$ cat src/rtl/game_session_ctrl.sv
// game_session_ctrl: game supervisor for the arcade top level.
//   Generates the frame tick and runs the session FSM (idle/run/pause/hit/over).
//   Tracks lives and a BCD score.
//   Optional high score: define GAME_SESSION_HISCORE_EN to build the high-score register.
//   Without it, hiscore_bcd is tied to zero.
//
// Ports:
//   clk          system clock
//   reset        asynchronous active-low reset
//   start        start/jump button level
//   pause_switch pause request level
//   collision    collision level from the display logic
//   frame_tick   one-cycle pulse at FRAME_RATE
//   state        0=IDLE 1=RUN 2=PAUSE 3=HIT 4=OVER
//   lives        remaining lives, binary
//   life_leds    thermometer of lives (bit i set when lives > i)
//   game_over    high in OVER
//   score_en     high in RUN or HIT
//   score_bcd    current score, digit 0 in [3:0]
//   hiscore_bcd  best score (zero when the high-score option is not built)
module game_session_ctrl #(
   parameter int unsigned SYS_FREQ      = 100000000,
   parameter int unsigned FRAME_RATE    = 3,
   parameter int unsigned LIVES         = 3,
   parameter int unsigned SCORE_DIGITS  = 4,
   parameter int unsigned INVULN_FRAMES = 4
) (
   input  logic                      clk,
   input  logic                      reset,
   input  logic                      start,
   input  logic                      pause_switch,
   input  logic                      collision,
   output logic                      frame_tick,
   output logic [2:0]                state,
   output logic [2:0]                lives,
   output logic [LIVES-1:0]          life_leds,
   output logic                      game_over,
   output logic                      score_en,
   output logic [4*SCORE_DIGITS-1:0] score_bcd,
   output logic [4*SCORE_DIGITS-1:0] hiscore_bcd
);

   localparam int unsigned DivTc = SYS_FREQ / FRAME_RATE - 1;
   localparam int unsigned DivW  = (DivTc > 0) ? $clog2(DivTc + 1) : 1;
   localparam int unsigned InvW  = $clog2(INVULN_FRAMES + 1);
   localparam int unsigned SW    = 4 * SCORE_DIGITS;

   localparam logic [DivW-1:0] DivTcV    = DivW'(DivTc);
   localparam logic [2:0]      LivesInit = 3'(LIVES);
   localparam logic [InvW-1:0] InvInit   = InvW'(INVULN_FRAMES);

   typedef enum logic [2:0] {
      StIdle  = 3'd0,
      StRun   = 3'd1,
      StPause = 3'd2,
      StHit   = 3'd3,
      StOver  = 3'd4
   } state_e;

   state_e           state_q, state_d, ret_q, ret_d, hit_next;
   logic [DivW-1:0]  div_q, div_d;
   logic             tick_q;
   logic             start_q, coll_q;
   logic             start_rise, coll_rise;
   logic [2:0]       lives_q, lives_d;
   logic [InvW-1:0]  inv_q, inv_d;
   logic [SW-1:0]    score_q, score_d, score_inc;
   logic             all_nines, inc_carry, scoring;
   logic [LIVES-1:0] leds_q, leds_d;
   logic             game_over_q, game_over_d;
   logic             score_en_q, score_en_d;

   // Free-running frame divider, tick registered on the terminal count.
   always_comb begin
      div_d = (div_q == DivTcV) ? '0 : div_q + DivW'(1);
   end

   always_ff @(posedge clk or negedge reset) begin
      if (!reset) begin
         div_q   <= '0;
         tick_q  <= 1'b0;
         start_q <= 1'b0;
         coll_q  <= 1'b0;
      end else begin
         div_q   <= div_d;
         tick_q  <= (div_d == DivTcV);
         start_q <= start;
         coll_q  <= collision;
      end
   end

   assign start_rise = start & ~start_q;
   assign coll_rise  = collision & ~coll_q;

   // BCD ripple increment; all-9s saturates.
   always_comb begin
      score_inc = score_q;
      all_nines = 1'b1;
      inc_carry = 1'b1;
      for (int i = 0; i < int'(SCORE_DIGITS); i++) begin
         if (score_q[4*i +: 4] != 4'd9) all_nines = 1'b0;
         if (inc_carry) begin
            if (score_q[4*i +: 4] == 4'd9) begin
               score_inc[4*i +: 4] = 4'd0;
            end else begin
               score_inc[4*i +: 4] = score_q[4*i +: 4] + 4'd1;
               inc_carry = 1'b0;
            end
         end
      end
      if (all_nines) score_inc = score_q;
   end

   assign scoring = (state_q == StRun) || (state_q == StHit);

   // State register.
   always_ff @(posedge clk or negedge reset) begin
      if (!reset) begin
         state_q     <= StIdle;
         ret_q       <= StRun;
         lives_q     <= LivesInit;
         inv_q       <= '0;
         score_q     <= '0;
         leds_q      <= '1;
         game_over_q <= 1'b0;
         score_en_q  <= 1'b0;
      end else begin
         state_q     <= state_d;
         ret_q       <= ret_d;
         lives_q     <= lives_d;
         inv_q       <= inv_d;
         score_q     <= score_d;
         leds_q      <= leds_d;
         game_over_q <= game_over_d;
         score_en_q  <= score_en_d;
      end
   end

   // Next-state logic.
   always_comb begin
      state_d  = state_q;
      ret_d    = ret_q;
      lives_d  = lives_q;
      inv_d    = inv_q;
      hit_next = StHit;
      score_d  = (tick_q && scoring) ? score_inc : score_q;
      case (state_q)
         StIdle, StOver: begin
            if (start_rise) begin
               state_d = StRun;
               lives_d = LivesInit;
               score_d = '0;
            end
         end
         StRun: begin
            // Collision wins over pause; pause is taken later from HIT or RUN.
            if (coll_rise) begin
               if (lives_q == 3'd1) begin
                  lives_d = '0;
                  state_d = StOver;
               end else begin
                  lives_d = lives_q - 3'd1;
                  inv_d   = InvInit;
                  state_d = StHit;
               end
            end else if (pause_switch) begin
               state_d = StPause;
               ret_d   = StRun;
            end
         end
         StHit: begin
            if (tick_q) begin
               inv_d = inv_q - InvW'(1);
               if (inv_q == InvW'(1)) hit_next = StRun;
            end
            // Pausing on the final tick resumes into RUN, not HIT.
            if (pause_switch) begin
               state_d = StPause;
               ret_d   = hit_next;
            end else begin
               state_d = hit_next;
            end
         end
         StPause: begin
            if (!pause_switch) state_d = ret_q;
         end
         default: state_d = StIdle;
      endcase
   end

   // Registered outputs derive from next state so they line up with state.
   always_comb begin
      leds_d = '0;
      for (int i = 0; i < int'(LIVES); i++) begin
         leds_d[i] = (lives_d > 3'(i));
      end
      game_over_d = (state_d == StOver);
      score_en_d  = (state_d == StRun) || (state_d == StHit);
   end

`ifdef GAME_SESSION_HISCORE_EN
   logic [SW-1:0] hiscore_q;

   // Plain unsigned compare orders BCD correctly, most significant digit first.
   always_ff @(posedge clk or negedge reset) begin
      if (!reset) begin
         hiscore_q <= '0;
      end else if ((state_d == StOver) && (state_q != StOver) && (score_d > hiscore_q)) begin
         hiscore_q <= score_d;
      end
   end

   assign hiscore_bcd = hiscore_q;
`else
   assign hiscore_bcd = '0;
`endif

   assign frame_tick = tick_q;
   assign state      = state_q;
   assign lives      = lives_q;
   assign life_leds  = leds_q;
   assign game_over  = game_over_q;
   assign score_en   = score_en_q;
   assign score_bcd  = score_q;

endmodule

$ cat config.mk
export PLATFORM = sky130hd
export DESIGN_NAME = game_session_ctrl
export DESIGN_NICKNAME = d
export VERILOG_FILES = /design/src/rtl/game_session_ctrl.sv
export SDC_FILE = /design/constraint.sdc
export NUM_CORES = 1
export LEC_CHECK = 0
export CORE_MARGIN = 5
export CORE_UTILIZATION = 55
export CTS_CLUSTER_SIZE = 16
export DETAILED_ROUTE_END_ITERATION = 16
export PLACE_DENSITY = 0.81
export SYNTH_ARGS = -nofsm -noshare
export SYNTH_HDL_FRONTEND = slang
export SYNTH_SLANG_ARGS = --single-unit
$ cat constraint.sdc
create_clock -name clk -period 5.65 [get_ports clk]
set_input_delay 1.13 -clock clk [delete_from_list [all_inputs] [get_ports clk]]
set_output_delay 1.13 -clock clk [all_outputs]
set_load 0.03 [all_outputs]
==> flow_summary.json, run 1 <==
{
  "final_common_cell": "dfrtp_1",
  "ctsHoldBuffers": 0,
  "outcome": "completed",
  "rsz0062_at_grt": "no",
  "cp-end-kind": "primary output",
  "cts_made_buffers": 9,
  "grt-ovfl-total": 0,
  "port_buffers": 32,
  "hold_viol": 0,
  "die_h_um": 86.60,
  "antenna_found_initial": 0,
  "first_iter_violations": 105,
  "slew_headroom": 0.5068,
  "drt_wl_total_um": 6828,
  "gp_congestion": 0.8599,
  "r2r_slack_ns": 3.28,
  "start_util": 0.5754,
  "irDropWorstVdd_v": 0.0002200,
  "cts_tree": "done",
  "min_to": "inv_q[1]$_DFFE_PN0P_",
  "max_stage_delay_ns": 0.73,
  "start_kind": "flip-flop",
  "avgViaCountPerCell": 5.608,
  "postRouteAntennaNets": 0,
  "core_mm2": 0.005608,
  "clock_latency_ns": 0.34,
  "synth.top_cell.area_share": 0.4188,
  "synth-seq-area-share": 0.4595,
  "avgSynthCellArea_um2": 9.519,
  "fin_area_mm2": 0.003752,
  "path_cells": "clkdlybuf4s50_1",
  "final.period_utilization": 0.4803,
  "hold_start": "inv_q[1]$_DFFE_PN0P_",
  "post-place-cells": 435,
  "crit_buf_inv": 1,
  "cts_setup_buffers": 0,
  "die_area_mm2": 0.007499,
  "io_pins": 49,
  "r2r-end": "frame_tick$_DFF_PN0_",
  "drcViolationCount": 0,
  "tns_ns": 0,
  "cpLargestDelayFamily": "buffers and inverters",
  "synth_edf_count": 0,
  "max_freq_ghz": 0.3685,
  "final_cell_mix": "54 x dfrtp_1, 35 x nor2_1, 31 x clkdlybuf4s50_1, 28 x nand2_1",
  "fin_cells": 451,
  "place_ws_ns": 2.766,
  "crit_required_ns": 4.52,
  "die_w_um": 86.60,
  "syn-cell-area_mm2": 0.003227,
  "worstMarginPinSlew_ns": 0.7399,
  "criticalPathCategory": "flip-flop to primary output",
  "finalClockSkew_ns": 0.01038,
  "insertedDiodeCount": 0,
  "layout_min_cycle_time_ns": 2.714,
  "cts_buffer_depth": 2,
  "wl_per_cell_um": 15.14,
  "synth_cell_type_count": 50,
  "grt_pass1_wl_um": 11490,
  "ctsRootBufferMaster": "clkbuf_8",
  "final_nets": 385,
  "cts_sinks": 59,
  "synth_top_cell_by_area": "dfrtp_1",
  "drive_gt1_frac": 0.09235,
  "power_leakage_nw": 1.553,
  "cts_max_level": 3,
  "synth_cells": 339,
  "synth_warnings": 0,
  "r2r_start": "div_q[0]$_DFF_PN0_",
  "reg2reg_depth": 7,
  "yosys-top-cells-area": "dfrtp_1 42%, xnor2_1 5.4%, dfstp_2 4.1%, nor2_1 4.1%, xor2_1 3.8%",
  "crit_fanout": 10,
  "grt_use_total": 0.1938,
  "setup_viol": 0,
  "finalMaxSlewViolations": 0,
  "powerDensity_mw_per_mm2": 357.8,
  "post_cts_resized": 0,
  "synthArstFlopShare": 1.000,
  "cp.arrival_ns": 1.58,
  "vias": 2529,
  "drt-pass1-iter-count": 4,
  "timing.final.ws_setup_ns": 2.936,
  "fin_util": 0.6691,
  "synthFlopType": "dfrtp_1",
  "clkTransAtPathRegs_ns": 0.07,
  "rows": 27,
  "drv_cap": 0,
  "ys_ff_latch": 59,
  "dpl_cell_area_mm2": 0.003555,
  "dp_hpwl_um": 4861,
  "worstHoldPathCells": 2,
  "area_growth_pct": 16.29,
  "grt_max_degree": 60,
  "grt_pass1_vias": 2471,
  "min_path_type": "flip-flop to flip-flop",
  "critical-path-slowest-cell": "clkdlybuf4s50_1"
}
[cell usage after synthesis, drive strengths merged (4+ instances only)]
cell type   n
dfrtp      54
nor2       35
nand2      28
nand3      22
buf        20
xnor2      20
o21ai      17
inv        16
xor2       14
nor3        9
a21oi       8
nand4       8
nor4        8
nand2b      7
clkbuf      6
ha          6
or3         6
and2        5
dfstp       5
nor2b       5
and4        4
[where the power goes]
group / switching [mW] / internal, mW / leakage (nW) / total, mW
Combinational: 0.239 / 0.151 / 0.684 / 0.390
Clock: 0.163 / 0.228 / 0.101 / 0.390
Sequential: 0.0660 / 0.497 / 0.768 / 0.562
Total: 0.467 / 0.875 / 1.55 / 1.34
[state kept, by name, indices dropped and copies added (netlist names), 3 cells and up]
register,count
div_q,25
score_bcd,16
inv_q,3
life_leds,3
lives,3
state,3
[stage by stage]
step	hold slack [ns]	total power, mW
final	0.5312	1.343
after global routing	0.5669	1.415
after CTS	0.5368	1.353
after detailed placement	0.5104	0.9579
after global placement	0.4838	0.9452
after floorplan	0.4688	0.8064
[metal layers]
metal	track usage	vias to the layer above	share of wire
met5	0	-	0
met2	0.3296	71	0.51
met4	0.07790	0	0.016
met3	0.05038	12	0.048
li1	-	1206	-
met1	0.2334	1240	0.43
[final cells by class]
class / count / area (um2)
Multi-Input combinational cell: 253 / 1584
Tap cell: 72 / 90.09
Clock buffer: 14 / 162.7
Fill cell: 454 / 1856
Clock inverter: 2 / 35.03
Sequential cell: 59 / 1483
Timing Repair Buffer: 35 / 337.8
Inverter: 16 / 60.06
[kinds of logic (layout without fill, tap and decap cells)]
kind of cell	after synthesis	in the layout	share of synthesized area
AOI/OAI and AO/OA	39	39	0.07251
xor gates and xnor gates	34	34	0.09229
adders and majority gates	6	6	0.02326
buffers and inverters	42	67	0.06902
DFF	59	59	0.4595
muxes	4	4	0.01318
other	1	16	0.001162
and+or+nand+nor	154	154	0.2691
[how the worst max path moves through the flow]
stage | endpoint | startpoint | slack [ns] | depth (start not counted)
after global placement | life_leds[2]$_DFF_PN1_ | collision | 2.80 | 6
after floorplan | score_bcd[4]$_DFF_PN0_ | score_bcd[2]$_DFF_PN0_ | 3.47 | 7
after detailed placement | life_leds[0]$_DFF_PN1_ | collision | 2.77 | 6
final | state[1] | state[1]$_DFF_PN0_ | 2.94 | 1
after CTS | state[1] | state[1]$_DFF_PN0_ | 2.92 | 1
after global routing | state[1] | state[1]$_DFF_PN0_ | 2.86 | 1
No activity file was read; power rests on OpenSTA's default activity.
==> inputs of run 2 (changes only) <==
- CORE_UTILIZATION: 55 -> 54
- PLACE_DENSITY: 0.81 -> 0.8
- clock period: 5.65 -> 2.8 ns (I/O delays scaled with it)
==> flow_summary.json, run 2 (synthesized netlist as in run 1, its figures left out) <==
{
  "outcome": "completed",
  "regMostFlops": "div_q",
  "die_area_mm2": 0.007621,
  "dp_hpwl_um": 4801,
  "finalClockSkew_ns": 0.01337,
  "cts_setup_buffers": 0,
  "power_leakage_nw": 1.585,
  "grt_pass1_vias": 2526,
  "drv_cap": 0,
  "gp_congestion": 0.9237,
  "holdWs_ns": 0.1957,
  "drt-pass1-iter-count": 4,
  "ctsRootBufferMaster": "clkbuf_8",
  "largest_reg_flops": 25,
  "cp.arrival_ns": 2.55,
  "rsz0062_at_grt": "no",
  "setup_viol": 0,
  "fin_area_mm2": 0.003827,
  "dpl_cell_area_mm2": 0.003578,
  "cts_sinks": 59,
  "clock_latency_ns": 0.35,
  "port_buffers": 32,
  "r2r-end": "frame_tick$_DFF_PN0_",
  "finalMaxSlewViolations": 0,
  "timing.final.ws_setup_ns": 0.4957,
  "io_pins": 49,
  "start_util": 0.5515,
  "final_cell_mix": "54 x dfrtp_1, 35 x nor2_1, 31 x clkdlybuf4s50_1, 28 x nand2_1",
  "powerDensity_mw_per_mm2": 755.1,
  "regArea_mm2": 0.001483,
  "tns_ns": 0,
  "slew_headroom": 0.5654,
  "cp-end-kind": "flip-flop",
  "grt_max_degree": 60,
  "drcViolationCount": 0,
  "n_fill_cell": 456,
  "ctsHoldBuffers": 0,
  "irDropWorstVdd_v": 0.0004335,
  "die_w_um": 87.30,
  "criticalPathCategory": "flip-flop to flip-flop",
  "cts_tree": "done",
  "drt_wl_total_um": 6674,
  "core_mm2": 0.005851,
  "die_h_um": 87.30,
  "crit_required_ns": 3.05,
  "avgViaCountPerCell": 5.514,
  "final_common_cell": "dfrtp_1",
  "rows": 28,
  "final.period_utilization": 0.8230,
  "min_path_type": "input port to async pin",
  "antenna_found_initial": 0,
  "finalPower_mw": 2.890,
  "cts_made_buffers": 9,
  "wl_per_cell_um": 14.67,
  "cts_max_level": 3,
  "grt_pass1_wl_um": 11570,
  "layout_min_cycle_time_ns": 2.304,
  "first_iter_violations": 138,
  "max_freq_ghz": 0.4340,
  "final_nets": 386,
  "start_kind": "flip-flop",
  "post_cts_resized": 0,
  "hold_viol": 0,
  "crit_fanout": 6,
  "drive_gt1_frac": 0.1026,
  "clkTransAtPathRegs_ns": 0.08,
  "insertedDiodeCount": 0,
  "r2r_slack_ns": 0.50,
  "grt_use_total": 0.1932,
  "r2r_start": "div_q[0]$_DFF_PN0_",
  "multi_input_area_mm2": 0.001584,
  "cts_buffer_depth": 2,
  "postRouteAntennaNets": 0,
  "grt-ovfl-total": 0,
  "place_ws_ns": 0.4870,
  "reg2reg_depth": 7,
  "vias": 2509,
  "worstMarginPinSlew_ns": 0.6464,
  "area_growth_pct": 18.61
}
[run 2: per-layer routing]
layer / routed length [um] / vias up / GRT usage
met1: 2848 / 1206 / 0.2375
met2: 3257 / 74 / 0.3075
met5: 0 / - / 0
li1: - / 1211 / -
met3: 401 / 18 / 0.05203
met4: 167 / 0 / 0.1046
[run 2: final cells by class]
class / count / area share
Multi-Input combinational cell: 253 / 0.4139
Sequential cell: 59 / 0.3874
Timing Repair Buffer: 36 / 0.09349
Clock buffer: 10 / 0.03596
Clock inverter: 6 / 0.02909
Tap cell: 75 / 0.02452
Inverter: 16 / 0.01569
[run 2: how the worst max path moves through the flow]
stage                                      start                endpoint  depth (start not counted)
after floorplan           score_bcd[2]$_DFF_PN0_  score_bcd[4]$_DFF_PN0_                          7
after global placement                 collision  life_leds[2]$_DFF_PN1_                          6
after detailed placement               collision  life_leds[2]$_DFF_PN1_                          6
after CTS                     div_q[0]$_DFF_PN0_    frame_tick$_DFF_PN0_                          7
after global routing          div_q[0]$_DFF_PN0_    frame_tick$_DFF_PN0_                          7
final                         div_q[0]$_DFF_PN0_    frame_tick$_DFF_PN0_                          7
[run 2: worst max-delay path, stage by stage (launching register included)]
cell and delay (ns):
dfrtp_1 0.42, ha_1 0.25, nand4_1 0.17, nor3_1 0.47, nand2_1 0.13, xnor2_1 0.16, or3_1 0.39, nor4_2 0.23
[run 2: power breakdown]
| part | total [mW] | switching (mW) | internal, mW |
|---|---|---|---|
| sequential | 1.13 | 0.131 | 1.00 |
| combinational | 0.788 | 0.481 | 0.306 |
| clock | 0.970 | 0.353 | 0.617 |
[run 2: metrics by stage]
stage	instances	util
2_1_floorplan	354	-
3_3_place_gp	439	0.6116
3_5_place_dp	439	0.6116
4_1_cts	455	0.6542
5_1_grt	455	0.6542
6_report	455	0.6542
==> inputs of run 3 (changes only) <==
- CORE_UTILIZATION: 54 -> 49
- PLACE_DENSITY: 0.8 -> 0.76
- clock period: 2.8 -> 2.1 ns (I/O delays scaled with it)
==> flow_summary.json, run 3 (synthesized netlist as in run 1, its figures left out) <==
{
  "outcome": "finished with violations",
  "failed_checks": "negative setup slack",
  "reg2reg_depth": 7,
  "first_iter_violations": 147,
  "criticalPathCategory": "flip-flop to flip-flop",
  "port_buffers": 32,
  "drcViolationCount": 0,
  "drive_gt1_frac": 0.2284,
  "grt_pass1_wl_um": 12340,
  "cts_tree": "done",
  "regArea_mm2": 0.001486,
  "largest_reg_flops": 25,
  "finalMaxSlewViolations": 0,
  "cp.arrival_ns": 2.35,
  "regMostFlops": "div_q",
  "tns_ns": -0.001440,
  "ctsRootBufferMaster": "clkbuf_8",
  "final.period_utilization": 1.001,
  "cts_made_buffers": 9,
  "drv_cap": 0,
  "power_leakage_nw": 1.816,
  "die_area_mm2": 0.008308,
  "fin_util": 0.6530,
  "antenna_found_initial": 0,
  "setup_viol": 1,
  "final_cell_mix": "51 x dfrtp_1, 38 x buf_4, 34 x nor2_1, 31 x clkdlybuf4s50_1, 28 x nand2_1",
  "multi_input_area_mm2": 0.001708,
  "final_common_cell": "dfrtp_1",
  "drt-pass1-iter-count": 5,
  "rows": 29,
  "cts_buffer_depth": 2,
  "rsz0062_at_grt": "yes",
  "cts_sinks": 59,
  "cts_max_level": 3,
  "postRouteAntennaNets": 0,
  "io_pins": 49,
  "layout_min_cycle_time_ns": 2.101,
  "hold_viol": 0,
  "start_kind": "flip-flop",
  "drt_wl_total_um": 7455,
  "fin_cells": 493,
  "dpl_cell_area_mm2": 0.003785,
  "n_fill_cell": 490,
  "final_nets": 422,
  "vias": 2698,
  "ctsHoldBuffers": 0,
  "area_growth_pct": 29.24,
  "r2r-end": "frame_tick$_DFF_PN0_",
  "gp_congestion": 0.8683,
  "wl_per_cell_um": 15.12,
  "r2r_start": "div_q[1]$_DFF_PN0_",
  "die_h_um": 91.15,
  "grt_use_total": 0.1785,
  "grt_pass1_vias": 2719,
  "die_w_um": 91.15,
  "crit_fanout": 4,
  "irDropWorstVdd_v": 0.0007809,
  "insertedDiodeCount": 0,
  "cp-end-kind": "flip-flop",
  "grt_max_degree": 60,
  "dp_hpwl_um": 5036,
  "timing.final.ws_setup_ns": -0.001440,
  "clkTransAtPathRegs_ns": 0.08,
  "min_path_type": "input port to async pin",
  "post-place-cells": 467,
  "finalClockSkew_ns": 0.01514,
  "clock_latency_ns": 0.34,
  "max_freq_ghz": 0.4759,
  "start_util": 0.5053,
  "crit_required_ns": 2.35,
  "avgViaCountPerCell": 5.473,
  "r2r_slack_ns": -0.001,
  "powerDensity_mw_per_mm2": 854.6,
  "grt-ovfl-total": 0,
  "core_mm2": 0.006386,
  "fin_area_mm2": 0.004170
}
-- run 3: cell types whose count changed in the layout (fill, tap and decap cells not counted), moves of 3 or more --
cell and delta:
and4_4 +3, buf_4 +35, dfrtp_1 -3, bufinv_16 -3, and4_1 -3, dfrtp_2 +3, nor4_4 +3
-- run 3: what timing repair did --
action                     CTS  global route
pin swaps                    5            10
gates resized for setup      9            16
setup buffers                2             8
setup endpoints to repair    1             3
-- run 3: power by group --
part	switching (mW)	leakage [nW]	internal, mW
registers	0.137	0.765	1.34
clock network	0.475	0.0843	0.457
logic	0.685	0.967	0.475
total	1.30	1.82	2.27
-- run 3: layout make-up --
type	count	share of cell area
Inverter	16	0.01440
Multi-Input combinational cell	253	0.4095
Clock buffer	10	0.03300
Sequential cell	59	0.3564
Timing Repair Buffer	72	0.1536
Tap cell	77	0.02310
Clock inverter	6	0.009901
-- run 3: critical path, stage by stage, from the launching register on --
cell     delay (ns)
dfrtp_2        0.42
ha_4           0.17
nand4_1        0.20
nor3_2         0.28
nand2_1        0.14
xnor2_2        0.16
or3_4          0.39
nor4_4         0.26
-- run 3: metal layers --
metal  GRT usage  share of wire
met5           0              0
met4     0.07335          0.015
met3     0.04711          0.057
met2      0.2981           0.51
met1      0.2186           0.42
-- run 3: worst max path at each step --
stage / from / to / slack [ns] / depth (start not counted)
2_1_floorplan: score_bcd[2]$_DFF_PN0_ / score_bcd[4]$_DFF_PN0_ / 0.02 / 7
3_3_place_gp: div_q[0]$_DFF_PN0_ / frame_tick$_DFF_PN0_ / 0.04 / 7
3_5_place_dp: div_q[0]$_DFF_PN0_ / frame_tick$_DFF_PN0_ / -0.1 / 7
4_1_cts: div_q[0]$_DFF_PN0_ / frame_tick$_DFF_PN0_ / 0.01 / 7
5_1_grt: div_q[1]$_DFF_PN0_ / frame_tick$_DFF_PN0_ / -0.13 / 7
6_report: div_q[1]$_DFF_PN0_ / frame_tick$_DFF_PN0_ / -0.001 / 7
-- run 3: through the flow --
stage                     hold slack, ns  setup slack (ns)  total power, mW
after floorplan                   0.1244           0.02255            2.172
after global placement            0.4483           0.04462            2.627
after detailed placement          0.4539          -0.09856            2.653
after CTS                        0.08271          0.009718            3.597
after global routing             0.07986           -0.1282            3.790
final                            0.06963         -0.001440            3.564
